==> src/rtl/aurora_link_pkg.sv <==
// ---------------------------------------------------------------------------
// aurora_link_pkg
// Shared definitions for the Aurora <-> CONNECT split-network link. The RX
// unpacker uses it today and the TX packer will use the same encodings.
//   - 16-bit word type codes carried in word[15:14]
//   - bit slices of head, tail and credit words
//   - RX framing FSM state encoding
// ---------------------------------------------------------------------------
package aurora_link_pkg;

    typedef logic [1:0] wordType_t;

    // Word type codes in word[15:14]
    localparam wordType_t WORD_HEAD = 2'b10;
    localparam wordType_t WORD_TAIL = 2'b01;
    localparam wordType_t WORD_CRED = 2'b00;
    localparam wordType_t WORD_IDLE = 2'b11;

    // Field positions inside a 16-bit link word
    localparam int TYPE_HI   = 15;
    localparam int TYPE_LO   = 14;
    localparam int HEAD_BITS = 13;   // word[12:0] -> flit[20:8]
    localparam int TAIL_BITS = 8;    // word[7:0]  -> flit[7:0]
    localparam int CRED_BITS = 2;    // word[1:0]  -> nonFullVCs

    // Framing FSM states
    localparam logic [0:0] ST_IDLE      = 1'b0;
    localparam logic [0:0] ST_WAIT_TAIL = 1'b1;

    // Extract the word type of a link word
    function automatic wordType_t wordTypeOf(input logic [15:0] word);
        return word[TYPE_HI:TYPE_LO];
    endfunction

endpackage

==> src/rtl/flit_vc_fifo.sv <==
// ---------------------------------------------------------------------------
// flit_vc_fifo
// Single virtual-channel flit buffer, DEPTH entries (power of two, >= 2).
// A push into a full FIFO is ignored unless a pop happens in the same cycle,
// so stored flits are never overwritten.
// Ports:
//   clk, rst_n        clock, asynchronous active-low reset
//   push, pushData    enqueue request and flit
//   pop               dequeue request (ignored when empty)
//   headData          flit at the head of the queue (valid when !empty)
//   count             current occupancy, 0..DEPTH
//   full, empty       occupancy flags
// ---------------------------------------------------------------------------
module flit_vc_fifo #(
    parameter int WIDTH = 21,
    parameter int DEPTH = 4
) (
    input  logic                       clk,
    input  logic                       rst_n,
    input  logic                       push,
    input  logic [WIDTH-1:0]           pushData,
    input  logic                       pop,
    output logic [WIDTH-1:0]           headData,
    output logic [$clog2(DEPTH):0]     count,
    output logic                       full,
    output logic                       empty
);

    localparam int PTR_W = $clog2(DEPTH);
    localparam int CNT_W = PTR_W + 1;

    logic [WIDTH-1:0] mem [DEPTH];
    logic [PTR_W-1:0] wrPtr;
    logic [PTR_W-1:0] rdPtr;
    logic             doPush;
    logic             doPop;

    assign full     = (count == CNT_W'(DEPTH));
    assign empty    = (count == '0);
    assign doPop    = pop && !empty;
    // A full FIFO can still accept when the head leaves in the same cycle
    assign doPush   = push && (!full || doPop);
    assign headData = mem[rdPtr];

    // Storage array carries no reset; only pointers and count define validity
    always_ff @(posedge clk) begin
        if (doPush) begin
            mem[wrPtr] <= pushData;
        end
    end

    // Pointers wrap naturally because DEPTH is a power of two
    always_ff @(posedge clk or negedge rst_n) begin
        if (!rst_n) begin
            wrPtr <= '0;
            rdPtr <= '0;
            count <= '0;
        end else begin
            if (doPush) begin
                wrPtr <= wrPtr + PTR_W'(1);
            end
            if (doPop) begin
                rdPtr <= rdPtr + PTR_W'(1);
            end
            if (doPush && !doPop) begin
                count <= count + CNT_W'(1);
            end else if (doPop && !doPush) begin
                count <= count - CNT_W'(1);
            end
        end
    end

endmodule

==> src/rtl/aurora_flit_rx_unpack.sv <==
// ---------------------------------------------------------------------------
// aurora_flit_rx_unpack
// Receive side of an Aurora-bridged CONNECT link. Decodes 16-bit Aurora words
// into 21-bit flits (head word + tail word) and credit updates, buffers flits
// per VC and serves them round-robin to the local router.
// Ports:
//   CLK, RST_N                  Aurora USER_CLK, asynchronous active-low reset
//   CHANNEL_UP                  link up; low resets framing and remote credits
//   RX_D, RX_SRC_RDY_N          Aurora RX word and active-low valid
//   EN_getFlit, getFlit         router dequeue strobe and presented flit
//   putNonFullVCs_nonFullVCs,
//   EN_putNonFullVCs            downstream router's non-full VCs and latch strobe
//   remoteNonFullVCs            last credit word received from the link
//   localNonFullVCs             per-VC "buffer not full", sent back by local TX
//   rx_err                      sticky drop / framing error flag
// Optional build macro AURORA_RX_STATS_EN adds saturating 16-bit counters
//   stat_flits, stat_drops, stat_frame_errs.
// ---------------------------------------------------------------------------
module aurora_flit_rx_unpack
    import aurora_link_pkg::*;
#(
    parameter int FLIT_W  = 21,
    parameter int NUM_VCS = 2,
    parameter int VC_LSB  = 0,
    parameter int DEPTH   = 4
) (
    input  logic               CLK,
    input  logic               RST_N,
    input  logic               CHANNEL_UP,
    input  logic [15:0]        RX_D,
    input  logic               RX_SRC_RDY_N,
    input  logic               EN_getFlit,
    output logic [FLIT_W-1:0]  getFlit,
    input  logic [NUM_VCS-1:0] putNonFullVCs_nonFullVCs,
    input  logic               EN_putNonFullVCs,
    output logic [NUM_VCS-1:0] remoteNonFullVCs,
    output logic [NUM_VCS-1:0] localNonFullVCs,
    output logic               rx_err
`ifdef AURORA_RX_STATS_EN
    ,
    output logic [15:0]        stat_flits,
    output logic [15:0]        stat_drops,
    output logic [15:0]        stat_frame_errs
`endif
);

    localparam int VC_W  = $clog2(NUM_VCS);
    localparam int CNT_W = $clog2(DEPTH) + 1;

    logic [0:0]           state;
    logic [HEAD_BITS-1:0] partialFlit;
    logic [NUM_VCS-1:0]   downNonFull;
    logic [VC_W-1:0]      rrPtr;

    logic                 wordValid;
    logic                 isHead;
    logic                 isTail;
    logic                 isCred;
    logic                 frameErr;
    logic [FLIT_W-1:0]    assembled;
    logic                 enqReq;
    logic [VC_W-1:0]      enqVc;
    logic                 drop;
    logic                 unusedRxBit;

    logic [FLIT_W-1:0]    fifoHead  [NUM_VCS];
    logic [CNT_W-1:0]     fifoCount [NUM_VCS];
    logic [NUM_VCS-1:0]   push;
    logic [NUM_VCS-1:0]   pop;
    logic [NUM_VCS-1:0]   full;
    logic [NUM_VCS-1:0]   empty;
    logic [NUM_VCS-1:0]   eligible;

    logic [VC_W-1:0]      sel;
    logic                 selValid;
    logic                 deq;

    // Word decode; nothing from the link is acted on while the channel is down
    assign wordValid   = CHANNEL_UP && !RX_SRC_RDY_N;
    assign isHead      = wordValid && (wordTypeOf(RX_D) == WORD_HEAD);
    assign isTail      = wordValid && (wordTypeOf(RX_D) == WORD_TAIL);
    assign isCred      = wordValid && (wordTypeOf(RX_D) == WORD_CRED);
    assign unusedRxBit = RX_D[13];

    assign frameErr  = (isTail && state == ST_IDLE) || (isHead && state == ST_WAIT_TAIL);
    assign assembled = {partialFlit, RX_D[TAIL_BITS-1:0]};
    assign enqVc     = assembled[VC_LSB +: VC_W];
    // A flit whose valid bit is clear is dropped silently, without rx_err
    assign enqReq    = isTail && (state == ST_WAIT_TAIL) && assembled[FLIT_W-1];

    // One FIFO per VC; drops happen only when full with no same-cycle pop
    for (genvar g = 0; g < NUM_VCS; g++) begin : gVc
        assign push[g]            = enqReq && (enqVc == VC_W'(g));
        assign pop[g]             = deq && (sel == VC_W'(g));
        assign eligible[g]        = !empty[g] && downNonFull[g];
        assign localNonFullVCs[g] = (fifoCount[g] != CNT_W'(DEPTH));

        flit_vc_fifo #(
            .WIDTH (FLIT_W),
            .DEPTH (DEPTH)
        ) uFifo (
            .clk      (CLK),
            .rst_n    (RST_N),
            .push     (push[g]),
            .pushData (assembled),
            .pop      (pop[g]),
            .headData (fifoHead[g]),
            .count    (fifoCount[g]),
            .full     (full[g]),
            .empty    (empty[g])
        );
    end

    assign drop = |(push & full & ~pop);

    // Round-robin pick: scan from rrPtr upward, walking backwards so the
    // eligible VC closest to the pointer is the one that sticks
    always_comb begin
        int idx;
        idx      = 0;
        sel      = '0;
        selValid = 1'b0;
        for (int i = NUM_VCS - 1; i >= 0; i--) begin
            idx = (int'(rrPtr) + i) % NUM_VCS;
            if (eligible[idx[VC_W-1:0]]) begin
                sel      = idx[VC_W-1:0];
                selValid = 1'b1;
            end
        end
    end

    assign getFlit = selValid ? fifoHead[sel] : '0;
    assign deq     = EN_getFlit && selValid;

    // Framing FSM, credit capture, downstream latch, arbitration pointer, error flag
    always_ff @(posedge CLK or negedge RST_N) begin
        if (!RST_N) begin
            state            <= ST_IDLE;
            partialFlit      <= '0;
            remoteNonFullVCs <= '0;
            downNonFull      <= '1;
            rrPtr            <= '0;
            rx_err           <= 1'b0;
        end else begin
            if (EN_putNonFullVCs) begin
                downNonFull <= putNonFullVCs_nonFullVCs;
            end
            if (deq) begin
                rrPtr <= (sel == VC_W'(NUM_VCS - 1)) ? '0 : sel + VC_W'(1);
            end
            if (frameErr || drop) begin
                rx_err <= 1'b1;
            end
            if (!CHANNEL_UP) begin
                state            <= ST_IDLE;
                partialFlit      <= '0;
                remoteNonFullVCs <= '0;
            end else begin
                if (isCred) begin
                    remoteNonFullVCs <= RX_D[NUM_VCS-1:0];
                end
                case (state)
                    ST_IDLE: begin
                        if (isHead) begin
                            partialFlit <= RX_D[HEAD_BITS-1:0];
                            state       <= ST_WAIT_TAIL;
                        end
                    end
                    default: begin
                        if (isHead) begin
                            partialFlit <= RX_D[HEAD_BITS-1:0];
                        end else if (isTail) begin
                            state <= ST_IDLE;
                        end
                    end
                endcase
            end
        end
    end

`ifdef AURORA_RX_STATS_EN
    // Saturating event counters; they hold at all-ones rather than wrapping
    always_ff @(posedge CLK or negedge RST_N) begin
        if (!RST_N) begin
            stat_flits      <= '0;
            stat_drops      <= '0;
            stat_frame_errs <= '0;
        end else begin
            if (enqReq && !drop && stat_flits != 16'hFFFF) begin
                stat_flits <= stat_flits + 16'd1;
            end
            if (drop && stat_drops != 16'hFFFF) begin
                stat_drops <= stat_drops + 16'd1;
            end
            if (frameErr && stat_frame_errs != 16'hFFFF) begin
                stat_frame_errs <= stat_frame_errs + 16'd1;
            end
        end
    end
`endif

endmodule

==> config.mk <==
export PLATFORM = sky130hd
export DESIGN_NAME = aurora_flit_rx_unpack
export DESIGN_NICKNAME = d
export VERILOG_FILES = /design/src/rtl/aurora_link_pkg.sv /design/src/rtl/flit_vc_fifo.sv /design/src/rtl/aurora_flit_rx_unpack.sv
export SDC_FILE = /design/constraint.sdc
export NUM_CORES = 1
export LEC_CHECK = 0
export CAP_MARGIN = 10
export CORE_UTILIZATION = 39
export CTS_CLUSTER_DIAMETER = 100
export DETAILED_ROUTE_END_ITERATION = 8
export RECOVER_POWER = 100
export SLEW_MARGIN = 15
export SYNTH_ARGS = -nofsm -noshare
export SYNTH_HDL_FRONTEND = slang
export SYNTH_HIERARCHICAL = 1
export SYNTH_SLANG_ARGS = --single-unit
export TNS_END_PERCENT = 30
==> constraint.sdc <==
create_clock -name CLK -period 7.4 [get_ports CLK]
set_input_delay 2.22 -clock CLK [delete_from_list [all_inputs] [get_ports CLK]]
set_output_delay 2.22 -clock CLK [all_outputs]
set_load 0.05 [all_outputs]
== Yosys cells after proc, flatten, opt, wreduce, memory -nomap -nowiden ==
Memories as Yosys holds them, arrays and structs flattened.
Index checks and enable logic that the tools add are counted.

* Word-level logic and storage cells: 114
* Memory bits (writable): 168
* Input port bits: 24
* Output and inout bits: 26
* Memories: 2
* Flip-flop bits (word level): 34

{| class="wikitable"
|+ Memories
! memory !! words !! width !! rd ports !! clocked after memory_dff !! write ports !! RTL line !! source
|-
| gVc[0].uFifo.mem || 4 || 21 || 1 || 0 || 1 || flit_vc_fifo.sv:32 || <nowiki>logic [WIDTH-1:0] mem [DEPTH];</nowiki>
|-
| gVc[1].uFifo.mem || 4 || 21 || 1 || 0 || 1 || flit_vc_fifo.sv:32 ||
|}

* Muxes and demuxes: 30
* Reduce and logical (&&, ||, !) cells: 42
* Add/subtract/negate cells: 10
* Bitwise operators: 7
* $lt $le $gt $ge: 3
* Equal/unequal tests: 8

{| class="wikitable"
|+ Operators with widths
! operator !! number
|-
| 21-bit two-way mux || 4
|-
| 13-bit two-way mux || 2
|-
| 1-bit logical AND || 23
|-
| 1-bit two-way mux || 18
|-
| 3-bit two-way mux || 4
|-
| 1-bit logical NOT || 9
|-
| 2-bit by 1-bit adder with 2-bit output, second input constant || 4
|-
| 3-bit by 1-bit adder with 3-bit output, second input constant || 2
|-
| 3-bit == test, second input constant || 2
|-
| 3-bit logical NOT || 2
|-
| 3-bit != test, second input constant || 2
|-
| 3-bit by 1-bit subtractor with 3-bit output, second input constant || 2
|-
| 2-bit bitwise AND || 2
|-
| 1-bit logical OR || 4
|-
| 1-bit by 2-bit less-than comparator with 1-bit output, second input constant || 2
|-
| 2-bit two-way mux || 2
|-
| 2-bit by 1-bit != test with 1-bit output, second input constant || 2
|-
| 2-bit nonzero test || 2
|-
| 1-bit NOT || 3
|-
| 1-bit adder, second input constant || 2
|-
| 2-bit by 1-bit == test with 1-bit output, second input constant || 1
|-
| 2-bit == test, second input constant || 1
|-
| 2-bit greater-or-equal comparator, second input constant || 1
|-
| 2-bit logical NOT || 1
|-
| other kinds (3) || 3
|}

== Longest topological paths before layout ==
* Depth in word-level cells: 16
* Mapped depth: 12
* Mapped depth without buffers: 12

== By module ==
Netlist, hierarchy kept.

{| class="wikitable"
|+ By module, submodules not included
! module !! sequential area each (um2) !! times used !! cells an instance !! area each (um2)
|-
| flit_vc_fifo || 2697.6 || 2 || 145 || 3504.6
|-
| aurora_flit_rx_unpack || 503.0 || 1 || 172 || 1348.8
|}

== Worst setup path after synthesis ==
Ideal clock, no wire load.

* Path kind: flip-flop to output port
* Start: register gVc[0].uFifo.count[0]
* End: output getFlit[10]
* Data arrival time: 2235 ps
* Stages on the path, launching flop included: 6
* Buffers on the path: 1
* Required time: 5180 ps
* Setup slack: 2945 ps
* Path through: dfrtp_1 > nor3_1 > nand2b_1 > o21ai_2 > clkbuf_1 > o21ai_0

* Longest elaborated chain between the ends: 12
* Elaborated cells on any way between the ends: 16
* Classes of those cells: mux (12); bitwise (1); reduce/logical (3)

{| class="wikitable"
|+ RTL lines
! item !! RTL line !! source
|-
| start: declaration || flit_vc_fifo.sv:24 || <nowiki>output logic [$clog2(DEPTH):0] count,</nowiki>
|-
| start signal: assignment || flit_vc_fifo.sv:66 || <nowiki>count <= count + CNT_W'(1);</nowiki>
|-
| start signal: assignment || flit_vc_fifo.sv:68 || <nowiki>count <= count - CNT_W'(1);</nowiki>
|-
| 3-bit logical NOT * || flit_vc_fifo.sv:39 || <nowiki>assign empty = (count == '0);</nowiki>
|-
| named net empty[0] || aurora_flit_rx_unpack.sv:71 || <nowiki>logic [NUM_VCS-1:0] empty;</nowiki>
|-
| 1-bit logical NOT * || aurora_flit_rx_unpack.sv:95 || <nowiki>assign eligible[g] = !empty[g] && downNonFull[g];</nowiki>
|-
| 1-bit logical AND * || aurora_flit_rx_unpack.sv:95 ||
|-
| 1-bit two-way mux (implied by the code) (2 in a row) || aurora_flit_rx_unpack.sv:125 || <nowiki>if (eligible[idx[VC_W-1:0]]) begin</nowiki>
|-
| 1-bit two-way mux (2 in a row) || aurora_flit_rx_unpack.sv:125 ||
|-
| 1-bit NOT with 2-bit output (implied by the code) || aurora_flit_rx_unpack.sv:132 || <nowiki>assign getFlit = selValid ? fifoHead[sel] : '0;</nowiki>
|-
| 21-bit two-way mux (implied by the code) (3 in a row) || aurora_flit_rx_unpack.sv:132 ||
|-
| 21-bit two-way mux * || aurora_flit_rx_unpack.sv:132 ||
|-
| end: declaration || aurora_flit_rx_unpack.sv:33 || <nowiki>output logic [FLIT_W-1:0] getFlit,</nowiki>
|}

The timed path passes the listed nets; every way through them passes the cells marked *. The select of a mux whose other input is x is not followed.

== Worst setup path in the final report ==
* Start: input CHANNEL_UP
* End: register gVc[1].uFifo.count[2]

* Longest elaborated chain between the ends: 9
* Elaborated cells on any way between the ends: 11
* Classes of those cells: mux (1); reduce/logical (10)

{| class="wikitable"
|+ RTL lines
! item !! RTL line !! source
|-
| start: declaration || aurora_flit_rx_unpack.sv:29 || <nowiki>input logic CHANNEL_UP,</nowiki>
|-
| 1-bit logical AND * || aurora_flit_rx_unpack.sv:79 || <nowiki>assign wordValid = CHANNEL_UP && !RX_SRC_RDY_N;</nowiki>
|-
| 1-bit logical AND * || aurora_flit_rx_unpack.sv:81 || <nowiki>assign isTail = wordValid && (wordTypeOf(RX_D) == WORD_TAIL);</nowiki>
|-
| 1-bit logical AND * (2 in a row) || aurora_flit_rx_unpack.sv:89 || <nowiki>assign enqReq = isTail && (state == ST_WAIT_TAIL) && assembled[FLIT_W-1];</nowiki>
|-
| 1-bit logical AND * || aurora_flit_rx_unpack.sv:93 || <nowiki>assign push[g] = enqReq && (enqVc == VC_W'(g));</nowiki>
|-
| named net push[1] || aurora_flit_rx_unpack.sv:68 || <nowiki>logic [NUM_VCS-1:0] push;</nowiki>
|-
| 1-bit logical AND * || flit_vc_fifo.sv:42 || <nowiki>assign doPush = push && (!full || doPop);</nowiki>
|-
| named net gVc[1].uFifo.doPush || flit_vc_fifo.sv:35 || <nowiki>logic doPush;</nowiki>
|-
| 1-bit logical NOT || flit_vc_fifo.sv:67 || <nowiki>end else if (doPop && !doPush) begin</nowiki>
|-
| 1-bit logical AND || flit_vc_fifo.sv:67 ||
|-
| 2-bit nonzero test (no source line) || - ||
|-
| end signal: assignment || flit_vc_fifo.sv:66 ||
|-
| end signal: assignment || flit_vc_fifo.sv:68 ||
|-
| end: declaration || flit_vc_fifo.sv:24 ||
|}

The timed path passes the listed nets; every way through them passes the cells marked *.
A chain may end at the register's enable or synchronous reset.

==> metrics.txt <==
I/O pin count 50; critical path class input port to flip-flop; Crit. End Element flip-flop; Resized Gates After CTS 0; Hold Crit Class flip-flop to flip-flop; clk_lat worst skew 480 ps; crit path max fanout 18; chip width 148.4 um; Syn Inst Count 462; switching pwr slightly above 0.0005 W; vias in the first global route 4358; final setup vio count 0; Hold Buf Count CTS 0; Synth Cell Area 8358 um2; clk slew on worst S/H paths 60 ps; area delta synth->final 15.51%; Netlist cell types 40; final wirelength 15.89 mm; Hold Path Origin gVc[0].uFifo/rdPtr[0]$_DFFE_PN0P_; period utilization 79.27%; GPL Wtd Cong 0.7259; Max Slew Vio Count 35; DR vias/cell 5.061; Tmin final 5866 ps; Hold Vio Cnt, Final 0; antenna violations before repair 0; flops & latches, synth 202; ys async rst share 16.83%; Fin Clk Skew 7.734 ps; Least-Margin Pin Slew 2112 ps; H-tree Lvls 1; register area share after synthesis between 70 and 80%; required time of the critical path 7800 ps; RR Startpoint gVc[0].uFifo/count[0]$_DFFE_PN0P_; Slew HR -40.79%; largest net degree at the start of global routing 35; Remaining DRCs 0; TNS Setup 0 ps; GRT Total Usage 15.22%; IO buf count 48; unrepaired setup endpoints after global routing no; Initial Util 39.76%; Post-CTS Setup Bufs 0; worst setup path startpoint CHANNEL_UP; Fin Hold WS 503.0 ps; Root Buffer clkbuf_16; dpl hpwl 9.267 mm; Max-Cap Viols 1; Post-synth EDFFs 168; Routed Antenna Nets 0; failing checks capacitance limit, slew limit; synth warn 6; sequential power share 53.5%; critical path arrival about 6300 ps; CTS tree done; 1st-pass router iterations 4; Power Dens Cells 242.8 nW/um2; Wirelength per Cell between 15 and 20 um; CTS buffer count 21; Final #Nets roughly 560; GRT Residual Overflow 0; row count 53; top_reg_cell synth edfxtp_1; diode count 0; fraction of final layout cells sized beyond drive strength 1 17.19%; Sw Share a little over a fifth; Leakage 3.348 nW; Synth Area per Inst 18.09 um2; Max rail drop VDD 0.1522 mV; Core Box Area around 21000 um2; Worst Setup Start Kind input port; Max Clk Rate roughly 170 MHz; first-pass GRT wire length approximately 25 mm; Die Ht 148.4 um; Comb power frac 5.1%; Sink Count 202; status finished with violations; net count after synthesis between 400 and 500; routed via count 4130; die area 22020 um2; CTS Buffer Depth 3; Clk pwr share 41.4%; core utilization of the finished layout 45.93%; DR iter-0 viols 240; internal power around 0.0018 W
-- per-stage QoR --
stage | cells | instance area, um2 | setup WS [ps] | total power, W
6_report | 816 | 9654 | 1534 | 0.002344
5_1_grt | 816 | 9654 | 1090 | 0.002429
4_1_cts | 816 | 9724 | 1725 | 0.002380
3_5_place_dp | 779 | 9089 | 2247 | 0.001408
3_3_place_gp | 779 | 9089 | 2240 | 0.001404
2_1_floorplan | 462 | 8358 | 2945 | 0.001352
-- power groups by stage --
stage / clock (W) / combinational [W] / sequential [W]
finish: 0.000970 / 0.000120 / 0.00125
global route: 0.00104 / 0.000131 / 0.00126
CTS: 0.000996 / 0.000130 / 0.00125
detailed placement: 0 / 0.000130 / 0.00128
global placement: 0 / 0.000128 / 0.00128
floorplan: 0 / 0.0000781 / 0.00127
-- placed cells by master (no fill, tap or decap), types with 2 or more instances in the layout --
cell and count:
edfxtp_1 168, dlygate4sd3_1 38, mux4_2 36, inv_1 33, dfrtp_1 32, o21ai_0 30
nand2_1 25, nand3_1 22, clkbuf_16 21, buf_4 13, ha_1 10, clkdlybuf4s50_1 9
and2_0 8, xnor2_1 8, clkbuf_1 7, nor2_1 6, clkinv_2 6, mux4_1 6
o21ai_1 5, mux2i_1 5, nor2b_1 5, nor3_1 4, nand3b_1 4, mux2_2 4
xor2_1 4, nand2b_1 3, clkinvlp_4 3, and2b_1 2, a21oi_1 2, a31oi_1 2
dfstp_2 2, nor3b_4 2, a21boi_0 2, mux2_4 2, fa_1 2
-- area by class of cell --
cell class	count	area, um2
Clock buffer	25	540.5
Clock inverter	12	95.09
Fill cell	1826	11370
Inverter	33	123.9
Multi-Input combinational cell	206	2073
Sequential cell	202	5898
Tap cell	275	344.1
Timing Repair Buffer	63	579.3
-- critical path, stage by stage --
cell,delay (ps)
dlygate4sd3_1,520
clkbuf_1,810
nand2_1,280
nor3_1,210
nand3_1,150
nor2_1,100
a21boi_0,710
ha_1,320
inv_1,80
fa_1,430
xor2_1,150
nor2_1,120
xor2_1,180
-- final timing paths --
kind                            slack, ps                                 to  cells past startpoint
worst max-delay path                 1530  gVc[1].uFifo/count[2]$_DFFE_PN0P_                     13
worst min-delay path                  500  gVc[0].uFifo/rdPtr[0]$_DFFE_PN0P_                      1
worst max register to register       3570  gVc[0].uFifo/count[2]$_DFFE_PN0P_                     13
worst min register to register        500  gVc[0].uFifo/rdPtr[0]$_DFFE_PN0P_                      1
max in group asynchronous            3840         partialFlit[9]$_DFFE_PN0P_                      1
min in group asynchronous            2350    remoteNonFullVCs[0]$_DFFE_PN0P_                      1
-- routing by layer --
layer	global-route usage, %	up-vias	part of all wire, %
li1	-	1893	-
met5	0	-	0
met2	24.58	93	49
met3	2.331	21	5.0
met4	4.742	0	1.8
met1	21.29	2123	44
-- synthesized netlist by cell type (all sizes together), types with 2 or more instances --
cell    number  area [um2]
nand3b       4       30.03
xnor2        8       70.07
ha          10       125.1
nor3         4       25.02
nor2b        5       31.28
edfxtp     168        5045
nor3b        2       37.54
nor2         6       22.52
dfstp        2       52.55
nand2b       3       18.77
inv         33       123.9
a31oi        2       12.51
fa           2       40.04
xor2         4       35.03
a21boi       2       37.54
mux2i        5       50.05
buf         19       201.4
nand2       25       93.84
and2b        2       15.01
clkbuf       2       7.510
mux4        42       968.4
dfrtp       32       800.8
and2         9       56.30
nand3       22       110.1
mux2         6       75.07
o21ai       37       226.5
a21oi        2       10.01
-- logic make-up (layout without fill, tap and decap cells) --
family / Yosys count / in the layout / share of synthesized area [%]
adders and majority gates: 12 / 12 / 1.976
xor gates and xnor gates: 12 / 12 / 1.257
and+or+nand+nor: 84 / 84 / 5.509
buffers and inverters: 54 / 133 / 3.982
AOI/OAI and AO/OA: 45 / 45 / 3.623
muxes: 53 / 53 / 13.08
DFF: 202 / 202 / 70.57
-- flip-flops by register name (all words and copies together), names as in the netlist --
| register | cells |
|---|---|
| gVc.uFifo/wrPtr | 4 |
| rx_err | 1 |
| gVc.uFifo/count | 6 |
| partialFlit | 13 |
| remoteNonFullVCs | 2 |
| rrPtr | 1 |
| downNonFull | 2 |
| gVc.uFifo/rdPtr | 4 |
| gVc.uFifo/mem | 168 |
| state | 1 |
No activity file was read; power rests on OpenSTA's default activity.
